===== src/rtl/seq_alu.sv =====
// ---------------------------------------------------------------------------
// seq_alu
//
// Sequential MIPS-style ALU with a three-state controller. Single-cycle
// operations (ADD, SUB, AND, OR, NOR, SLT) finish one edge after they are
// accepted. SLL runs on a bit-serial shifter and takes shamt+1 edges.
// Any unsupported operation code finishes in one edge with the illegal flag
// raised.
//
// Ports
//   clk        : single clock, every state change happens on its rising edge
//   reset_n    : synchronous active-low reset
//   start      : request to begin an operation (ignored while busy)
//   alucontrol : 4-bit operation code from the ALU control decoder
//   a, b       : WIDTH-bit operands (rs, rt)
//   shamt      : SHW-bit shift amount for SLL
//   busy       : high whenever the controller is not idle
//   done       : one-cycle completion pulse
//   result     : WIDTH-bit result, held until the next completion
//   zero       : result equals zero, held with result
//   overflow   : signed overflow on ADD/SUB, held with result
//   illegal    : unsupported operation code, held with result
// ---------------------------------------------------------------------------
module seq_alu #(
  parameter int WIDTH = 32,
  parameter int SHW   = 5
) (
  input  logic             clk,
  input  logic             reset_n,
  input  logic             start,
  input  logic [3:0]       alucontrol,
  input  logic [WIDTH-1:0] a,
  input  logic [WIDTH-1:0] b,
  input  logic [SHW-1:0]   shamt,
  output logic             busy,
  output logic             done,
  output logic [WIDTH-1:0] result,
  output logic             zero,
  output logic             overflow,
  output logic             illegal
);

  localparam logic [3:0] OP_AND = 4'b0000;
  localparam logic [3:0] OP_OR  = 4'b0001;
  localparam logic [3:0] OP_ADD = 4'b0010;
  localparam logic [3:0] OP_SLL = 4'b0011;
  localparam logic [3:0] OP_SUB = 4'b0110;
  localparam logic [3:0] OP_SLT = 4'b0111;
  localparam logic [3:0] OP_NOR = 4'b1100;

  typedef enum logic [1:0] {
    IDLE  = 2'd0,
    EXEC  = 2'd1,
    SHIFT = 2'd2
  } state_t;

  state_t           state_q, state_d;
  logic [WIDTH-1:0] opA_q, opA_d;
  logic [WIDTH-1:0] opB_q, opB_d;
  logic [3:0]       aluOp_q, aluOp_d;
  logic [WIDTH-1:0] accum_q, accum_d;
  logic [SHW-1:0]   count_q, count_d;
  logic [WIDTH-1:0] result_q, result_d;
  logic             zero_q, zero_d;
  logic             overflow_q, overflow_d;
  logic             illegal_q, illegal_d;
  logic             done_q, done_d;

  logic [WIDTH-1:0] sum;
  logic [WIDTH-1:0] diff;
  logic [WIDTH-1:0] aluRes;
  logic             aluOvf;
  logic             aluIll;

  // Single-cycle datapath working on the registered operands. SLL never
  // reaches EXEC, so its code falls into the illegal default harmlessly.
  // Signed overflow: ADD overflows when both operands share a sign that
  // the sum does not; SUB overflows when the operand signs differ and the
  // difference takes the sign of b.
  always_comb begin
    sum    = opA_q + opB_q;
    diff   = opA_q - opB_q;
    aluRes = '0;
    aluOvf = 1'b0;
    aluIll = 1'b0;
    case (aluOp_q)
      OP_ADD: begin
        aluRes = sum;
        aluOvf = (opA_q[WIDTH-1] == opB_q[WIDTH-1]) &&
                 (sum[WIDTH-1] != opA_q[WIDTH-1]);
      end
      OP_SUB: begin
        aluRes = diff;
        aluOvf = (opA_q[WIDTH-1] != opB_q[WIDTH-1]) &&
                 (diff[WIDTH-1] != opA_q[WIDTH-1]);
      end
      OP_AND: aluRes = opA_q & opB_q;
      OP_OR:  aluRes = opA_q | opB_q;
      OP_NOR: aluRes = ~(opA_q | opB_q);
      OP_SLT: aluRes[0] = ($signed(opA_q) < $signed(opB_q));
      default: aluIll = 1'b1;
    endcase
  end

  // Controller next-state logic. Operands are captured only at the
  // accepting edge in IDLE; SLL also preloads the accumulator with b and
  // the counter with shamt there, so the shifter spends exactly shamt
  // edges shifting plus one edge to publish the result.
  always_comb begin
    state_d    = state_q;
    opA_d      = opA_q;
    opB_d      = opB_q;
    aluOp_d    = aluOp_q;
    accum_d    = accum_q;
    count_d    = count_q;
    result_d   = result_q;
    zero_d     = zero_q;
    overflow_d = overflow_q;
    illegal_d  = illegal_q;
    done_d     = 1'b0;
    case (state_q)
      IDLE: begin
        if (start) begin
          opA_d   = a;
          opB_d   = b;
          aluOp_d = alucontrol;
          if (alucontrol == OP_SLL) begin
            accum_d = b;
            count_d = shamt;
            state_d = SHIFT;
          end else begin
            state_d = EXEC;
          end
        end
      end
      EXEC: begin
        result_d   = aluRes;
        zero_d     = (aluRes == '0);
        overflow_d = aluOvf;
        illegal_d  = aluIll;
        done_d     = 1'b1;
        state_d    = IDLE;
      end
      SHIFT: begin
        if (count_q == '0) begin
          result_d   = accum_q;
          zero_d     = (accum_q == '0);
          overflow_d = 1'b0;
          illegal_d  = 1'b0;
          done_d     = 1'b1;
          state_d    = IDLE;
        end else begin
          accum_d = {accum_q[WIDTH-2:0], 1'b0};
          count_d = count_q - SHW'(1);
        end
      end
      default: state_d = IDLE;
    endcase
  end

  // State registers. Reset wins over everything, including a start in the
  // same cycle, and aborts any operation in flight without a done pulse.
  always_ff @(posedge clk) begin
    if (!reset_n) begin
      state_q    <= IDLE;
      opA_q      <= '0;
      opB_q      <= '0;
      aluOp_q    <= '0;
      accum_q    <= '0;
      count_q    <= '0;
      result_q   <= '0;
      zero_q     <= 1'b0;
      overflow_q <= 1'b0;
      illegal_q  <= 1'b0;
      done_q     <= 1'b0;
    end else begin
      state_q    <= state_d;
      opA_q      <= opA_d;
      opB_q      <= opB_d;
      aluOp_q    <= aluOp_d;
      accum_q    <= accum_d;
      count_q    <= count_d;
      result_q   <= result_d;
      zero_q     <= zero_d;
      overflow_q <= overflow_d;
      illegal_q  <= illegal_d;
      done_q     <= done_d;
    end
  end

  // busy comes straight from the state, so it is already low in the done
  // cycle and a new start there is accepted back-to-back.
  assign busy     = (state_q != IDLE);
  assign done     = done_q;
  assign result   = result_q;
  assign zero     = zero_q;
  assign overflow = overflow_q;
  assign illegal  = illegal_q;

endmodule

===== config.mk =====
export PLATFORM = sky130hd
export DESIGN_NAME = seq_alu
export DESIGN_NICKNAME = d
export VERILOG_FILES = /design/src/rtl/seq_alu.sv
export SDC_FILE = /design/constraint.sdc
export NUM_CORES = 1
export LEC_CHECK = 0
export CELL_PAD_IN_SITES_DETAIL_PLACEMENT = 1
export CELL_PAD_IN_SITES_GLOBAL_PLACEMENT = 2
export CORE_ASPECT_RATIO = 1.4
export CORE_MARGIN = 8
export CORE_UTILIZATION = 40
export DETAILED_ROUTE_END_ITERATION = 16
export DONT_BUFFER_PORTS = 1
export GPL_ROUTABILITY_DRIVEN = 0
export PLACE_DENSITY = 0.84
export SETUP_SLACK_MARGIN = 0.1
export SYNTH_ARGS = -nofsm -noshare
export SYNTH_HDL_FRONTEND = slang
export SYNTH_SLANG_ARGS = --single-unit

===== constraint.sdc =====
create_clock -name clk -period 9.6 [get_ports clk]
set_input_delay 1.44 -clock clk [delete_from_list [all_inputs] [get_ports clk]]
set_output_delay 1.44 -clock clk [all_outputs]
set_load 0.01 [all_outputs]

Word level (Yosys, flattened, before mapping)
Cells that the tools add are included.
W data, S select, Z words.
{"block": "word_totals", "register_bits": 143, "input_bits": 76}
{"block": "classes", "reduce_logical": 15, "n_addsub": 3, "n_lt_le_gt_ge": 1, "muxes": 25, "eq_ne": 16, "bitwise": 3}
{"cell": "$pmux W31 S5", "n": 1}
{"cell": "$mux W32", "n": 4}
{"cell": "$pmux W32 S2", "n": 2}
{"cell": "$logic_not A32 Y1", "n": 2}
{"cell": "$add A32 B32 Y32", "n": 1}
{"cell": "$and A32 B32 Y32", "n": 1}
{"cell": "$lt A32 B32 Y1", "n": 1}
{"cell": "$not A32 Y32", "n": 1}
{"cell": "$or A32 B32 Y32", "n": 1}
{"cell": "$sub A32 B32 Y32", "n": 1}
{"cell": "$mux W5", "n": 3}
{"cell": "$pmux W1 S2", "n": 5}
{"cell": "$pmux W5 S2", "n": 1}
{"cell": "$eq A4 B2 Y1 const B", "n": 2}
{"cell": "$eq A4 B3 Y1 const B", "n": 2}
{"cell": "$ne A2 B2 Y1 const B", "n": 4}
{"cell": "$mux W2", "n": 3}
{"cell": "$pmux W1 S6", "n": 1}
{"cell": "$reduce_and A2 Y1", "n": 3}
{"cell": "$reduce_bool A2 Y1", "n": 3}
{"cell": "$reduce_or A6 Y1", "n": 1}
{"cell": "$logic_not A5 Y1", "n": 1}
{"cell": "$sub A5 B1 Y5 const B", "n": 1}
{"cell": "$eq A4 B1 Y1 const B", "n": 1}
{"cell": "11 further kinds", "n": 17}

Logic depth before layout (Yosys ltp)
Gate-level depths: netlist (run 1).
{"block": "depth", "depth_word": 5, "mapped_depth": 14, "depth_no_buf": 14}

Worst setup path before layout (run 1)
No wires, ideal clock.
{"block": "synth_path", "kind": "reg-to-reg", "start": "register opA_q[0]", "end": "register zero_q, in the netlist zero", "stages_incl_launch_ff": 15, "path_buffers": 0, "t_required_ns": 9.504, "t_arrival_ns": 3.121, "slack_ns": 6.383, "path_cell_list": "dfxtp_1 inv_1 ha_1 fa_1 nor2_2 o311ai_4 a21oi_2 a211oi_4 o31ai_4 a2111o_1 nand3_1 a211o_1 nor4b_2 nand4_1 o41ai_2"}
{"block": "synth_via", "elab_chain_len": 5, "elab_cells_between_ends": 10, "classes_between": "add/sub (2); order compare (1); mux (3); bitwise (3); reduce/logical (1)"}
{"item": "from (decl)", "line": "58", "rtl": "logic [WIDTH-1:0] opA_q, opA_d;"}
{"item": "from (signal assigned)", "line": "178", "rtl": "opA_q <= opA_d;"}
{"item": "parallel branches: the longest is 3 deep, another holds $sub A32 B32 Y32"}
{"item": "$logic_not A32 Y1 *", "line": "138", "rtl": "zero_d = (aluRes == '0);"}
{"item": "$pmux W1 S2 *", "line": "121", "rtl": "case (state_q)"}
{"item": "to (signal assigned)", "line": "184", "rtl": "zero_q <= zero_d;"}
{"item": "to (decl)", "line": "64", "rtl": "logic zero_q, zero_d;"}
Every way passes the cells marked *.
A chain may end at the register's enable or synchronous reset.

Final worst setup path (run 1)
{"block": "layout_path", "start": "register state_q[0]", "end": "register zero_q, in the netlist zero"}
{"block": "layout_via", "elab_chain_len": 3, "elab_cells_between_ends": 6, "classes_between": "eq/ne (3); mux (1); reduce/logical (2)"}
{"item": "from (decl)", "line": "57", "rtl": "state_t state_q, state_d;"}
{"item": "from (signal assigned)", "line": "177", "rtl": "state_q <= state_d;"}
{"item": "$eq A2 B2 Y1 or $eq A2 B1 Y1 (tied branches)", "line": "121"}
{"item": "$ne A2 B2 Y1 (no line) or $reduce_bool A2 Y1 (tied branches)"}
{"item": "$reduce_and A2 Y1 (no line)"}
Several ways; a longest one is shown, not always the timed one.

==> results of run 1 <==
where the power goes:
| part | internal [uW] | switching, uW | total (uW) |
|---|---|---|---|
| clock | 388 | 304 | 693 |
| sequential | 623 | 37.8 | 661 |
| combinational | 169 | 331 | 500 |
stage by stage:
| step | worst slack (ns) | total power [uW] | utilization (%) | std cells |
|---|---|---|---|---|
| 3_5_place_dp | 5.42 | 1170 | 40.9 | 1846 |
| 5_1_grt | 4.95 | 1940 | 42.9 | 1880 |
| 6_report | 5.34 | 1850 | 43.0 | 1882 |
| 4_1_cts | 5.41 | 1860 | 42.9 | 1878 |
| 2_1_floorplan | 6.38 | 1030 | - | 1565 |
| 3_3_place_gp | 5.56 | 1160 | 40.9 | 1846 |
how the worst max path moves through the flow:
| stage | endpoint | slack (ns) |
|---|---|---|
| floorplan | zero | 6.38 |
| global placement | zero | 5.56 |
| detailed placement | zero | 5.42 |
| CTS | zero | 5.41 |
| global route | zero | 4.95 |
| finish | zero | 5.34 |
cell families (layout without fill, tap and decap cells):
family | count (synthesis) | in the layout | share of synthesized area (%)
AO/OA/AOI/OAI | 474 | 474 | 30.4
XOR/XNOR | 5 | 5 | 0.373
adder cells (fa/ha/maj) | 118 | 118 | 12.7
buffers and inverters | 209 | 142 | 7.02
flip-flops | 143 | 143 | 24.4
multiplexers | 27 | 27 | 2.42
other | 0 | 4 | 0
AND/OR/NAND/NOR | 589 | 589 | 22.7
layout make-up:
class                   count  area [um^2]  area share (%)
flip-flops and latches    143         2860            22.9
clock inverters            13          156            1.25
inverters                  99          372            2.98
well taps                 380          475            3.81
diodes                      4         10.0          0.0801
multi-input cells        1213         8100            64.8
clock buffers              19          433            3.47
repair buffers             11         82.6           0.661
cell usage after synthesis (all sizes together) (5+ instances only):
master / instances / area [um^2]
o211a: 18 / 180
a221o: 21 / 210
nor2b: 22 / 138
o21ai: 61 / 305
a221oi: 22 / 199
o221ai: 13 / 120
a21o: 13 / 97.6
o211ai: 18 / 140
a211oi: 19 / 160
a21oi: 76 / 388
nand4: 11 / 68.8
and4: 5 / 43.8
clkbuf: 73 / 274
nor3b: 7 / 52.6
o22ai: 9 / 56.3
inv: 98 / 368
a21boi: 93 / 702
a22oi: 15 / 113
nor4: 13 / 87.6
nand3: 32 / 160
a211o: 7 / 61.3
ha: 116 / 1450
and2: 13 / 81.3
a311oi: 13 / 114
nor2: 125 / 472
buf: 37 / 179
o31ai: 11 / 106
a31oi: 10 / 62.6
or3: 6 / 37.5
nand2b: 11 / 68.8
dfxtp: 143 / 2860
mux2i: 25 / 250
nor3: 29 / 155
nand2: 288 / 1080
o21a: 5 / 37.5
o21bai: 5 / 37.5
or2: 7 / 43.8
a2111oi: 6 / 71.3
critical path, delay by kind of cell, from the launching register on:
| family | cells | cell delay (ns) |
|---|---|---|
| compound gates | 4 | 1.64 |
| simple gates | 6 | 1.55 |
| flops | 1 | 0.36 |
| buf+inv | 2 | 0.42 |
| fa+ha+maj | 1 | 0.18 |
flip-flops by register name (all words and copies together), names as in the netlist:
| register | cells |
|---|---|
| accum_q | 32 |
| opA_q | 32 |
| opB_q | 32 |
| result | 32 |
| count_q | 5 |
| aluOp_q | 4 |
| state_q | 2 |
| done | 1 |
| illegal | 1 |
| overflow | 1 |
| zero | 1 |
layout by cell type, fill, tap and decap left out, types with 11 or more instances in the layout:
cell type and count:
a22oi_1 15, a221o_1 21, and2_1 12, a21o_1 13, a21oi_1 72, nor2_1 122
nor2b_1 21, o211a_1 18, buf_4 11, nor4_1 12, nand2b_1 11, a21boi_0 92
ha_1 115, a211oi_1 17, o221ai_1 12, nand2_1 287, a221oi_1 21, clkbuf_16 17
o21ai_0 60, a311oi_1 13, nand3_1 32, o211ai_1 17, nand4_1 11, inv_1 95
dfxtp_1 143, nor3_1 27, mux2i_1 25
layer usage:
layer  up-vias  global-route usage [%]  share of wire (%)
li1       5406                       -                  -
met4         0                    16.3                6.2
met3       113                    5.18                4.7
met5         -                       0                  0
met1      5701                    26.1                 37
met2       285                    46.5                 52
==> results.cfg, run 1 <==
[finish]
layout.cell_area.non_filler_mm2 = 0.0125
n_fill_cell = 3669
synthToLayoutAreaGrowth_pct = 6.36
post_route_cells_drive_above_1_share_pct = 5.81
final_net_count = 1679

[die]
dieWidth_um = 161
num_rows = 74
floorplan.initialDensity_pct = 40.4
fp.dieArea_mm2 = 0.0352
num_io_pins = 113
floorplan.die.height_um = 219
core_mm2 = 0.0291

[pwr]
p_leak_uw = 0.00494
peakVddDrop_v = 0.000131
cellPowerDensity_mw_per_mm2 = 148

[setup_path]
crit_chain = inv_1 > ha_2 > buf_4 > nor2b_1 > a21o_1 > o211ai_1 > a2111oi_0 > nand4_1 > nor3_1 > and4b_1 > and4_1 > nand4_1 > o41ai_2
crit_arrival_ns = 4.63
timing.critical_path.fanout_max = 71
worstReg2RegStart = state_q[0]
worstSetupStartpointType = register
critPathCaptureType = register
cpMaxStageDelayCell = a21o_1
depth_of_the_most_critical_reg_to_reg_path = 13
timing.setup.critical_path_class = reg2reg
critical-path-max-stage-delay_ns = 0.77
critPathLaunch = state_q[0]
reg2reg_setup_slack_ns = 5.34
r2r_end = zero
path_common_cell = nand4_1
cp.required_ns = 9.96

[synthesis]
postSynthRegisterBits = 143
post_synth_instance_area_mm2 = 0.0117
ys_dominant_reg_cell = dfxtp_1
mappedNetlistNets = 1759
synth_seq_area_share_pct = 24.4
netlist_instances = 1565
postSynth.asyncResetShare_pct = 0
synth.distinct_cells = 96
synth_enable_flop_cells = 0
synth.avg_cell_area_um2 = 7.50
ys.warnings.count = 0

[clocking]
cts-htree-levels = 4
tritoncts = built
post_cts.resized_instances = 0
numCtsBuffers = 17
clk_pin_slew_worst_paths_ns = 0.07
cts_post_setup_buffers_inserted = 0
cts_hold_buffers_added = 0
numClockSinks = 143
clk_root_buffer_cell = clkbuf_16
clockBufferDepth = 2
clkLatencyLatePin_ns = 0.45

[drt]
drcViolationCount = 0
first_pass_iters = 4
route.detailed.vias_per_inst = 6.11
drt_iter0_drc = 676
detail-route-antenna-nets = 0
dr_total_vias = 11500
wirelength_mm = 45.1
post_drt_wl_per_cell_um = 23.9

[grt]
globalRouteOverflowTotal = 0
first_global_vias = 12200
grt_max_degree = 129
grt_antenna_before_repair = 2
global_route_wire_length_before_repair_mm = 70.0
gr-usage-all-layers_pct = 25.4

[worst_hold_path]
hold_depth = 2
hold-path-endpoint = opB_q[30]
worst_hold_path_type = reg2reg
worst_hold_startpoint = opB_q[30]

[sta]
period_share_pct = 44.4
timing.fmax_ghz = 0.235
whs_ns = 0.489
final-max-slew-violation-count = 0
max_slew_margin_pct = 18.9
finalClockSkew_ns = 0.0111
worstMarginPinSlew_ns = 1.22
post-route-min-period_ns = 4.26
report.final.hold_viol_count = 0
setup_repair_after_global_routing_missed_its_margin = no
setup_violations = 0
setup_tns_ns = 0

[job]
number_of_max_capacitance_violations_reported = 0

[outcome]
outcome = completed

[placed_design]
placed_area_mm2 = 0.0119
detailed_place_hpwl_mm = 33.7
placement.io_buffers = 0
Power figures use the tool's default switching activity.
==> run 2, diff against run 1 <==
--- a/config.mk
+++ b/config.mk
@@ -9,11 +9,11 @@
 export CELL_PAD_IN_SITES_GLOBAL_PLACEMENT = 2
 export CORE_ASPECT_RATIO = 1.4
 export CORE_MARGIN = 8
-export CORE_UTILIZATION = 40
+export CORE_UTILIZATION = 34
 export DETAILED_ROUTE_END_ITERATION = 16
 export DONT_BUFFER_PORTS = 1
 export GPL_ROUTABILITY_DRIVEN = 0
-export PLACE_DENSITY = 0.84
+export PLACE_DENSITY = 0.76
 export SETUP_SLACK_MARGIN = 0.1
 export SYNTH_ARGS = -nofsm -noshare
 export SYNTH_HDL_FRONTEND = slang
==> constraint.sdc (replaced) <==
create_clock -name clk -period 3.7 [get_ports clk]
set_input_delay 0.555 -clock clk [delete_from_list [all_inputs] [get_ports clk]]
set_output_delay 0.555 -clock clk [all_outputs]
set_load 0.01 [all_outputs]
==> results.cfg, run 2 (synthesized netlist as in run 1, its figures left out) <==
[outcome]
outcome = completed

[clocking]
clk_pin_slew_worst_paths_ns = 0.07
clk_root_buffer_cell = clkbuf_16
cts-htree-levels = 4
tritoncts = built
numClockSinks = 143
numCtsBuffers = 17
clockBufferDepth = 2
clkLatencyLatePin_ns = 0.46
cts_hold_buffers_added = 0

[die]
num_rows = 80
floorplan.initialDensity_pct = 34.5
dieWidth_um = 173
core_mm2 = 0.0340
num_io_pins = 113
fp.dieArea_mm2 = 0.0408
floorplan.die.height_um = 236

[sta]
final-max-slew-violation-count = 0
max_slew_margin_pct = 31.3
report.final.hold_viol_count = 0
setup_violations = 0
whs_ns = 0.232
worstMarginPinSlew_ns = 1.03
timing.fmax_ghz = 0.288
post-route-min-period_ns = 3.48
layout_setup_ws_ns = 0.222
period_share_pct = 94.0
setup_tns_ns = 0
finalClockSkew_ns = 0.0132
setup_repair_after_global_routing_missed_its_margin = yes

[drt]
route.detailed.vias_per_inst = 5.79
detail-route-antenna-nets = 0
drcViolationCount = 0
first_pass_iters = 5
post_drt_wl_per_cell_um = 23.7
wirelength_mm = 48.6
dr_total_vias = 11900
drt_iter0_drc = 695

[placed_design]
placement.io_buffers = 0
placedCellCount = 2013
dpl_worst_slack_ns = -0.220
detailed_place_hpwl_mm = 37.3

[grt]
grt_max_degree = 129
first_global_vias = 12400
grt_antenna_before_repair = 2
gr-usage-all-layers_pct = 23.0
globalRouteOverflowTotal = 0
global_route_wire_length_before_repair_mm = 73.7

[finish]
multi_input_area_mm2 = 0.00852
mostFrequentLayoutCell = nand2_1
n_fill_cell = 4166
layoutNonFillerInstCount = 2054
synthToLayoutAreaGrowth_pct = 17.7
utilization_after_layout_pct = 40.6
sequential_standard_cell_area_mm2 = 0.00287
post_route_cells_drive_above_1_share_pct = 15.7
final_cell_mix = 287 x nand2_1, 139 x dfxtp_1, 117 x nor2_1
final_net_count = 1782

[pwr]
p_leak_uw = 0.00559
cellPowerDensity_mw_per_mm2 = 375
peakVddDrop_v = 0.000232

[setup_path]
timing.critical_path.fanout_max = 4
crit_family = compound AO/OA/AOI/OAI gates
worstReg2RegStart = opA_q[0]
timing.setup.critical_path_class = reg2reg
critPathLaunch = opA_q[0]
cpMaxStageDelayCell = fa_2
crit_arrival_ns = 3.85
crit_chain = ha_1 > fa_2 > a211oi_4 > o31ai_4 > a21boi_4 > o221ai_4 > buf_4 > a221oi_1 > o21ai_1 > and4b_1 > and4_1 > nand4_1 > o41ai_2
critical-path-max-stage-delay_ns = 0.38
critPathCaptureType = register
critPathBufInv = 1
worstSetupStartpointType = register
cp.required_ns = 4.07

[worst_hold_path]
worst_hold_path_type = in2reg
worst_hold_startpoint = b[25]

[job]
number_of_max_capacitance_violations_reported = 0
[run 2: metrics by stage]
| step | total power [uW] | area (um^2) |
|---|---|---|
| after floorplan | 2660 | 11700 |
| after global placement | 3190 | 12700 |
| after detailed placement | 3220 | 12700 |
| after CTS | 5140 | 13500 |
| after global routing | 5410 | 13800 |
| final | 5180 | 13800 |
[run 2: final cells by class]
class	instances	share of cell area, %
clock buffers	19	3.21
diodes	2	0.0362
multi-input cells	1213	61.7
repair buffers	114	6.47
inverters	99	2.69
flip-flops and latches	143	20.8
well taps	451	4.08
clock inverters	13	1.09
[run 2: repair_timing]
action | CTS | global route
endpoints found under the setup margin | 4 | 8
buffers inserted | 3 | 4
pin swaps | 12 | 22
gates resized for setup | 44 | 54
[run 2: worst reg2reg max path, delay by kind of cell (launching register included)]
family          cells  cell delay (ns)
simple gates        3             0.63
buf+inv             1             0.18
compound gates      7             1.63
flops               1             0.33
fa+ha+maj           2             0.62
[run 2: worst paths after layout]
path | endpoint | slack (ns) | cells after the start
setup / recovery | zero | 0.22 | 13
hold / removal | opB_q[25] | 0.23 | 2
setup reg to reg | zero | 0.22 | 13
hold reg to reg | opB_q[9] | 0.49 | 2
[run 2: routing by layer]
layer | wire length (um) | global-route usage, % | vias up
met2 | 25800 | 43.8 | 246
met4 | 2120 | 11.1 | 2
li1 | - | - | 5616
met3 | 1930 | 4.44 | 96
met5 | 11 | 0 | -
met1 | 18700 | 23.6 | 5938
[run 2: where the power goes]
| group | switching [uW] | total, uW | leakage (uW) | internal, uW |
|---|---|---|---|---|
| combinational | 995 | 1640 | 0.00413 | 648 |
| sequential | 83.0 | 1700 | 0.00117 | 1620 |
| clock | 813 | 1840 | 0.000291 | 1030 |
==> run 3, diff against run 2 <==
--- a/config.mk
+++ b/config.mk
@@ -5,6 +5,7 @@
 export SDC_FILE = /design/constraint.sdc
 export NUM_CORES = 1
 export LEC_CHECK = 0
+export CAP_MARGIN = 5
 export CELL_PAD_IN_SITES_DETAIL_PLACEMENT = 1
 export CELL_PAD_IN_SITES_GLOBAL_PLACEMENT = 2
 export CORE_ASPECT_RATIO = 1.4
==> results of run 3 <==
Final layout, timing and power as in run 2 (identical DEF).
